[src/rtl/conv_pkg.sv]
// Shared types and constants for the 3x3 convolution window front end.
package conv_pkg;

  localparam int unsigned DATA_W   = 64;
  localparam int unsigned DIM_W    = 16;
  localparam int unsigned WIN_TAPS = 9;
  localparam int unsigned WIN_W    = WIN_TAPS * DATA_W;

  typedef logic [DATA_W-1:0] pix_t;
  typedef pix_t              win_t [WIN_TAPS];
  typedef logic [DIM_W-1:0]  dim_t;

  // Flat tap index of window element (r,c), r = row from top, c = column from oldest.
  function automatic int unsigned win_idx(input int unsigned r, input int unsigned c);
    return r * 3 + c;
  endfunction

endpackage

[src/rtl/conv_window_3x3_if.sv]
// Pixel-tap input, frame configuration and window output bundle of conv_window_3x3.
interface conv_window_3x3_if;
  import conv_pkg::*;

  dim_t             cfg_width;
  dim_t             cfg_height;
  logic             cfg_stride2;
  logic             in_valid;
  pix_t             in_row0;
  pix_t             in_row1;
  pix_t             in_row2;
  logic [WIN_W-1:0] win_data;
  logic             win_valid;
  logic             win_last;
  dim_t             win_row;
  dim_t             win_col;
  logic             busy;

  modport master (
    output cfg_width, cfg_height, cfg_stride2, in_valid, in_row0, in_row1, in_row2,
    input  win_data, win_valid, win_last, win_row, win_col, busy
  );

  modport slave (
    input  cfg_width, cfg_height, cfg_stride2, in_valid, in_row0, in_row1, in_row2,
    output win_data, win_valid, win_last, win_row, win_col, busy
  );

endinterface

[src/rtl/win_pos_counter.sv]
// Row/column position tracking, per-frame config latch and window emit/last decode.
// With WIN_COORD_EN defined the current position is exported for coordinate tagging.
module win_pos_counter
  import conv_pkg::*;
(
  input  logic clk,
  input  logic rst,
  input  logic in_valid,
  input  dim_t cfg_width,
  input  dim_t cfg_height,
  input  logic cfg_stride2,
  output logic busy,
  output logic emit_c,
  output logic last_c
`ifdef WIN_COORD_EN
  ,
  output dim_t pos_row,
  output dim_t pos_col
`endif
);

  dim_t width_q, height_q;
  logic stride2_q;
  dim_t row_q, col_q;

  dim_t width_e, height_e;
  logic stride2_e;
  logic col_end_c, frame_end_c, degen_c;

  // The latching word itself must already see the incoming config.
  always_comb begin
    width_e     = busy ? width_q   : cfg_width;
    height_e    = busy ? height_q  : cfg_height;
    stride2_e   = busy ? stride2_q : cfg_stride2;
    col_end_c   = (col_q == width_e - dim_t'(1));
    frame_end_c = col_end_c && (row_q == height_e - dim_t'(1));
    degen_c     = (width_e < dim_t'(3)) || (height_e < dim_t'(3));
    emit_c      = 1'b0;
    last_c      = 1'b0;
    // (col-2) and (row-2) share parity with col and row.
    if (!degen_c && col_q >= dim_t'(2) && row_q >= dim_t'(2) &&
        (!stride2_e || (!col_q[0] && !row_q[0]))) begin
      emit_c = 1'b1;
      last_c = frame_end_c;
    end
  end

  always_ff @(posedge clk) begin
    if (rst) begin
      width_q   <= '0;
      height_q  <= '0;
      stride2_q <= 1'b0;
      row_q     <= '0;
      col_q     <= '0;
      busy      <= 1'b0;
    end else if (in_valid) begin
      if (!busy) begin
        width_q   <= cfg_width;
        height_q  <= cfg_height;
        stride2_q <= cfg_stride2;
      end
      if (frame_end_c) begin
        row_q <= '0;
        col_q <= '0;
        busy  <= 1'b0;
      end else begin
        busy <= 1'b1;
        if (col_end_c) begin
          col_q <= '0;
          row_q <= row_q + dim_t'(1);
        end else begin
          col_q <= col_q + dim_t'(1);
        end
      end
    end
  end

`ifdef WIN_COORD_EN
  assign pos_row = row_q;
  assign pos_col = col_q;
`endif

endmodule

[src/rtl/conv_window_3x3.sv]
// 3x3 window assembler: column history plus registered window, valid/last and coordinates.
// Macro WIN_COORD_EN enables registered win_row/win_col; otherwise they are tied to 0.
module conv_window_3x3
  import conv_pkg::*;
(
  input  logic               clk,
  input  logic               rst,
  conv_window_3x3_if.slave   bus
);

  logic busy_w, emit_c, last_c;
  pix_t new_col_c [3];
  pix_t c0_q      [3];
  pix_t c1_q      [3];
  win_t win_c;
  logic [WIN_W-1:0] win_flat_c;

`ifdef WIN_COORD_EN
  dim_t pos_row, pos_col;
`endif

  win_pos_counter u_pos (
    .clk         (clk),
    .rst         (rst),
    .in_valid    (bus.in_valid),
    .cfg_width   (bus.cfg_width),
    .cfg_height  (bus.cfg_height),
    .cfg_stride2 (bus.cfg_stride2),
    .busy        (busy_w),
    .emit_c      (emit_c),
    .last_c      (last_c)
`ifdef WIN_COORD_EN
    ,
    .pos_row     (pos_row),
    .pos_col     (pos_col)
`endif
  );

  assign bus.busy = busy_w;

  // Window columns: oldest from c1_q, middle from c0_q, newest straight from the taps.
  always_comb begin
    new_col_c[0] = bus.in_row2;
    new_col_c[1] = bus.in_row1;
    new_col_c[2] = bus.in_row0;
    win_flat_c   = '0;
    for (int unsigned r = 0; r < 3; r++) begin
      win_c[win_idx(r, 0)] = c1_q[r];
      win_c[win_idx(r, 1)] = c0_q[r];
      win_c[win_idx(r, 2)] = new_col_c[r];
    end
    for (int unsigned i = 0; i < WIN_TAPS; i++) begin
      win_flat_c[i*DATA_W +: DATA_W] = win_c[i];
    end
  end

  always_ff @(posedge clk) begin
    if (rst) begin
      c0_q          <= '{default: '0};
      c1_q          <= '{default: '0};
      bus.win_data  <= '0;
      bus.win_valid <= 1'b0;
      bus.win_last  <= 1'b0;
    end else begin
      bus.win_valid <= bus.in_valid && emit_c;
      bus.win_last  <= bus.in_valid && last_c;
      if (bus.in_valid) begin
        c1_q <= c0_q;
        c0_q <= new_col_c;
        if (emit_c) bus.win_data <= win_flat_c;
      end
    end
  end

`ifdef WIN_COORD_EN
  always_ff @(posedge clk) begin
    if (rst) begin
      bus.win_row <= '0;
      bus.win_col <= '0;
    end else if (bus.in_valid && emit_c) begin
      bus.win_row <= pos_row - dim_t'(2);
      bus.win_col <= pos_col - dim_t'(2);
    end
  end
`else
  assign bus.win_row = '0;
  assign bus.win_col = '0;
`endif

endmodule

[src/flat_wrapper.sv]
// flat-port wrapper written by rule: the top's interface ports become plain ports
module conv_window_3x3_flat import conv_pkg::*;
  (clk, rst, bus_cfg_width, bus_cfg_height, bus_cfg_stride2, bus_in_valid, bus_in_row0, bus_in_row1, bus_in_row2, bus_win_data, bus_win_valid, bus_win_last, bus_win_row, bus_win_col, bus_busy);
  conv_window_3x3_if bus_i ();
  input  logic clk;
  input  logic rst;
  input wire logic [$bits(bus_i.cfg_width)-1:0] bus_cfg_width;
  input wire logic [$bits(bus_i.cfg_height)-1:0] bus_cfg_height;
  input wire logic [$bits(bus_i.cfg_stride2)-1:0] bus_cfg_stride2;
  input wire logic [$bits(bus_i.in_valid)-1:0] bus_in_valid;
  input wire logic [$bits(bus_i.in_row0)-1:0] bus_in_row0;
  input wire logic [$bits(bus_i.in_row1)-1:0] bus_in_row1;
  input wire logic [$bits(bus_i.in_row2)-1:0] bus_in_row2;
  output wire logic [$bits(bus_i.win_data)-1:0] bus_win_data;
  output wire logic [$bits(bus_i.win_valid)-1:0] bus_win_valid;
  output wire logic [$bits(bus_i.win_last)-1:0] bus_win_last;
  output wire logic [$bits(bus_i.win_row)-1:0] bus_win_row;
  output wire logic [$bits(bus_i.win_col)-1:0] bus_win_col;
  output wire logic [$bits(bus_i.busy)-1:0] bus_busy;
  assign bus_i.cfg_width = bus_cfg_width;
  assign bus_i.cfg_height = bus_cfg_height;
  assign bus_i.cfg_stride2 = bus_cfg_stride2;
  assign bus_i.in_valid = bus_in_valid;
  assign bus_i.in_row0 = bus_in_row0;
  assign bus_i.in_row1 = bus_in_row1;
  assign bus_i.in_row2 = bus_in_row2;
  assign bus_win_data = bus_i.win_data;
  assign bus_win_valid = bus_i.win_valid;
  assign bus_win_last = bus_i.win_last;
  assign bus_win_row = bus_i.win_row;
  assign bus_win_col = bus_i.win_col;
  assign bus_busy = bus_i.busy;
  conv_window_3x3 u_core (.clk(clk), .rst(rst), .bus(bus_i));
endmodule
[config.mk]
export PLATFORM = sky130hd
export DESIGN_NAME = conv_window_3x3_flat
export DESIGN_NICKNAME = d
export VERILOG_FILES = /design/src/rtl/conv_pkg.sv /design/src/rtl/conv_window_3x3_if.sv /design/src/rtl/win_pos_counter.sv /design/src/rtl/conv_window_3x3.sv /design/src/flat_wrapper.sv
export SDC_FILE = /design/constraint.sdc
export NUM_CORES = 2
export LEC_CHECK = 0
export CORE_AREA = 8 8 319 321
export CTS_BUF_LIST = sky130_fd_sc_hd__clkbuf_2 sky130_fd_sc_hd__clkbuf_4 sky130_fd_sc_hd__clkbuf_8
export CTS_CLUSTER_SIZE = 40
export DETAILED_ROUTE_END_ITERATION = 10
export DIE_AREA = 0 0 327 329
export PLACE_DENSITY = 0.64
export RECOVER_POWER = 50
export SLEW_MARGIN = 10
export SYNTH_ARGS = -nofsm -noshare
export SYNTH_HDL_FRONTEND = slang
export SYNTH_SLANG_ARGS = --single-unit
[constraint.sdc]
create_clock -name clk -period 3.8 [get_ports clk]
set_input_delay 1.14 -clock clk [delete_from_list [all_inputs] [get_ports clk]]
set_output_delay 1.14 -clock clk [all_outputs]
set_load 0.01 [all_outputs]
# Word-level counts from Yosys, hierarchy flattened
# Cells that the tools add are included.
classes:
  n_mux: 10
  magnitude_cmp: 4
  n_eq_ne: 2
  reduce_logical: 16
  add_sub_neg: 4
ops:
  columns: ["op", "n"]
  rows:
  - ["$mux 16", 6]
  - ["$add 16x1->16 const B", 2]
  - ["$eq 16x16->1", 2]
  - ["$ge 16x2->1 const B", 2]
  - ["$lt 16x2->1 const B", 2]
  - ["$sub 16x1->16 const B", 2]
  - ["$logic_and 1x1->1", 7]
  - ["$logic_not 1->1", 4]
  - ["$mux 1", 4]
  - ["$reduce_and 2->1", 2]
  - ["$logic_or 1x1->1", 2]
  - ["$reduce_bool 2->1", 1]
word_totals:
  output_inout_bits: 611
  ff_bits: 1028
  wordCells: 51
  inputBits: 228

# Logic depth before layout (Yosys ltp)
logic_depth:
  ltp_word: 9
  depth_mapped: 16
  depth_no_buf: 9

# Cells and area by module
# Synthesis repeated with hierarchy kept, for this count alone.
hier_totals:
  hier_cells: 4476
  hier_area_um2: 43001.2
by_module_without_submodules:
  columns: ["mod", "n_inst", "area_each_um2", "cells_per_inst", "seq_area_each_um2"]
  rows:
  - ["conv_window_3x3", 1, 38429.4, 3900, 19258.5]
  - ["win_pos_counter", 1, 4571.9, 576, 1321.3]

# Least setup slack after synthesis
# OpenSTA, ideal clock, no wires.
synth_timing:
  path_kind: "register to register"
  startpoint: "reg u_core.u_pos.busy"
  endpoint: "reg u_core.u_pos.row_q[10]"
  stages_incl_launch_ff: 16
  t_required_ps: 3685
  period_less_slack_ps: 3567
  setup_ps: 115
  t_arrival_ps: 3452
  n_path_buf: 6
  setup_slack_ps: 233
  cell_sequence: "dfxtp_1 -> buf_6 -> buf_8 -> buf_8 -> buf_4 -> buf_2 -> mux2i_1 -> ha_1 -> o221ai_1 -> nor3b_1 -> nand4bb_1 -> a2111oi_2 -> nand4_2 -> o21bai_2 -> buf_4 -> nor2_1"
synth_between:
  elab_chain_len: 6
  elab_cells_between_ends: 10
  cone_classes: "2 x add/sub; 2 x eq/ne; 3 x mux; 3 x reduce/logical"
synth_rtl:
  columns: ["item", "line_no", "text"]
  rows:
  - ["start: declaration", "win_pos_counter.sv:12", "output logic busy,"]
  - ["start signal: assignment", "win_pos_counter.sv:55", "busy <= 1'b0;"]
  - ["start signal: assignment", "win_pos_counter.sv:65", "busy <= 1'b0;"]
  - ["start signal: assignment", "win_pos_counter.sv:67", "busy <= 1'b1;"]
  - ["$mux 16", null, null]
  - ["$sub 16x1->16 (on tied branches)", "win_pos_counter.sv:35, win_pos_counter.sv:36", null]
  - ["$eq 16x16->1 (on tied branches)", "win_pos_counter.sv:35, win_pos_counter.sv:36", null]
  - ["$logic_and 1x1->1", "win_pos_counter.sv:36", "frame_end_c = col_end_c && (row_q == height_e - dim_t'(1));"]
  - ["$reduce_bool 2->1 (no source line)", null, null]
  - ["$reduce_and 2->1 (no source line)", null, null]
  - ["end signal: assignment", "win_pos_counter.sv:70", "row_q <= row_q + dim_t'(1);"]
  - ["end: declaration", "win_pos_counter.sv:24", "dim_t row_q, col_q;"]
# Several ways; a longest one is shown, not always the timed one.
# A chain may end at the register's enable or synchronous reset.

# Worst setup path after layout
layout_timing:
  startpoint: "reg u_core.u_pos.busy"
  endpoint: "out bus_busy"
layout_rtl:
  columns: ["item", "line_no", "text"]
  rows:
  - ["end: declaration", "flat_wrapper.sv:19", "output wire logic [$bits(bus_i.busy)-1:0] bus_busy;"]
# No word-level cell between the ends.

==> results.ini <==
[worst_hold_path]
hold_path.class = reg2reg

[detailed_routing]
drc = 0
vias = 32300
drtAntennaViolNets = 0
drt_iter0_drc = 1949
totalWireLength_um = 123000
wire_per_inst_um = 18.7
first_pass_iters = 6
avgViaCountPerCell = 4.90

[global_route]
grt_overflow = 0
grt_start_max_net_pins = 132
grt_pass1_wl_um = 184000
grt_pass1_vias = 30600
antenna_found_initial = 7
globalRouteTotalUtil = 0.215

[timing]
drv_slew = 244
setup_viol_count_final = 0
fmax_mhz = 280
fin_ws_ns = 0.229
worst_pin_slew_ns = 1.81
relSlewSlack = -0.209
finClkSkew_ns = 0.0468
period_minus_slack_ns = 3.57
rsz0062_at_grt = false
period_share = 0.940
final_hold_viol_count = 0
finalHoldWorstSlack_ns = 0.420

[die]
ios = 839
row_count = 115
initial_core_util = 0.390
die_area_um2 = 108000
fp.dieW_um = 327
die_y_um = 329
coreArea_um2 = 97100

[clock_network]
tritoncts = built
cts.sinks = 1028
post_cts_resized = 0
ctsHoldBuffers = 0
clock_latency_ns = 0.85
cts.clk_slew.worst_paths_ns = 0.06
numCtsBuffers = 170
h-tree-depth = 4
clockRootBuffer = clkbuf_8
cts_setup_buffers = 0
cts_buffer_depth = 3

[synthesis]
synth_edf_count = 0
yosysMostFrequentCell = nand2_1
synthFlopType = dfxtp_1
synth-async-reset-ratio = 0
yosys.area.top_type = dfxtp_1
netlist.area_leader.share = 0.543
ys_ff_latch = 1028
synth_area_um2 = 37900
synth.area.top_cells = dfxtp_1 (54%), nand2_1 (12%), mux2i_1 (11%), a21oi_1 (8.1%), nor2_1 (4.4%)
synth_commonest_cells = nand2_1 (1214), dfxtp_1 (1028), a21oi_1 (610), nor2_1 (442), mux2i_1 (414)
avgSynthCellArea_um2 = 8.69
ys_seq_area_frac = 0.543
synth_cell_type_count = 78
yosysWarnings = 0
synthCells = 4356

[job]
drv_cap = 3

[cells_and_area]
multiInputGateArea_um2 = 15800
regArea_um2 = 20600
areaGrowthSynthToFinish_pct = 35.4
drive_above_1_share = 0.0881
final_cells = 6589
fin_nets = 5419
fillerInstances = 9006

[power]
vdd_ir_drop_max_mv = 0.293
powerDensity_nw_per_um2 = 440
finalPower_uw = 22600
power_leakage_uw = 0.0205

[status]
violations = capacitance limit, slew limit
status = finished, violations left

[critical_path]
r2r-start = u_core.u_pos.busy
worst-setup-path-type = reg2out
rrSetupSlack_ns = 0.50
crit_path_end = bus_busy
arrival_ns = 2.43
cp-start-kind = register
startpoint = u_core.u_pos.busy
rr_worst_depth = 8
path_max_fanout = 37
regToRegEndpoint = u_core.u_pos.row_q[4]
end_kind = primary output
required_ns = 2.66

[placed_design]
gp_congestion = 0.871
dp_slack_ns = -0.368
dp_hpwl_um = 88500
portBuffers = 806
dp.cells = 6298

## report_power, final
group | internal (uW) | switching (uW) | total (uW)
registers | 11000 | 182 | 11200
logic | 650 | 739 | 1390
clock network | 5560 | 4430 | 9990
## critical path: stages (launching register included)
cell	delay (ns)
dfxtp_4	0.65
buf_4	0.33
clkdlybuf4s50_1	0.60
## layer usage
| layer | wire length (um) | part of all wire | vias up | GRT usage |
|---|---|---|---|---|
| met5 | 45 | 0.00037 | - | 0 |
| met4 | 3380 | 0.028 | 6 | 0.0709 |
| met3 | 8790 | 0.071 | 202 | 0.0670 |
| met2 | 58600 | 0.48 | 857 | 0.359 |
| met1 | 52100 | 0.42 | 15300 | 0.264 |
| li1 | - | - | 16000 | - |
## cell type report
cell class                 count  share of cell area
tap                         1287              0.0314
clock inverter                24             0.00510
clock buffer                 263              0.0631
timing repair buffer         967               0.189
multi-input combinational   3004               0.309
sequential                  1028               0.401
inverter                      12            0.000878
antenna                        4            0.000195
## stage by stage
| stage | utilization | setup TNS [ns] | instance area, um^2 |
|---|---|---|---|
| floorplan | - | 0 | 38000 |
| global placement | 0.493 | -59.74 | 47800 |
| detailed placement | 0.493 | -70.39 | 47800 |
| CTS | 0.529 | 0 | 51300 |
| global route | 0.528 | 0 | 51300 |
| finish | 0.528 | 0 | 51300 |
## cells in the final DEF, fill, tap and decap left out, types with 4 or more instances in the layout
master	count
clkbuf_8	202
nand2_1	1214
a211oi_1	12
ha_1	8
diode_2	4
dfxtp_1	1027
buf_4	115
clkinv_2	8
inv_6	4
dlygate4sd3_1	386
nor3_1	26
inv_1	12
nor2b_1	7
buf_12	37
nor3b_1	8
and3_1	15
mux2i_1	414
or4_1	5
clkdlybuf4s50_1	418
clkbuf_1	6
conb_1	32
xor2_1	26
o22ai_1	7
or3_1	8
nand3_1	7
nor4_1	20
nand4_1	23
a21oi_1	610
o21ai_0	10
xnor2_1	36
clkbuf_4	62
nor2_1	442
## flip-flops by register name, indices dropped and copies added (netlist names)
register,flops
u_core.c1_q,192
u_core.u_pos.row_q,16
u_core.bus.win_valid,1
u_core.bus.win_last,1
u_core.c0_q,192
u_core.u_pos.busy,1
u_core.u_pos.width_q,16
u_core.u_pos.height_q,16
u_core.bus.win_data,576
u_core.u_pos.col_q,16
u_core.u_pos.stride2_q,1
## cell families after synthesis
kind of cell / share of synthesized area
xor+xnor: 0.0150
compound gates: 0.0938
buf+inv: 0.0421
simple gates: 0.192
fa+ha+maj: 0.00264
mux: 0.111
other cells: 0.0000990
flops: 0.543
## worst min-delay path by stage
stage,slack [ns],to,depth (start not counted),from
floorplan,0.43,u_core.bus.win_data[0],2,u_core.c1_q[128]
global placement,0.43,u_core.bus.win_data[397],2,u_core.c1_q[13]
detailed placement,0.44,u_core.bus.win_data[417],2,u_core.c1_q[33]
CTS,0.43,u_core.bus.win_data[420],2,u_core.c1_q[36]
global route,0.43,u_core.bus.win_data[420],2,u_core.c1_q[36]
finish,0.42,u_core.bus.win_data[251],2,u_core.c1_q[123]
(Power assumes the default switching activity.)
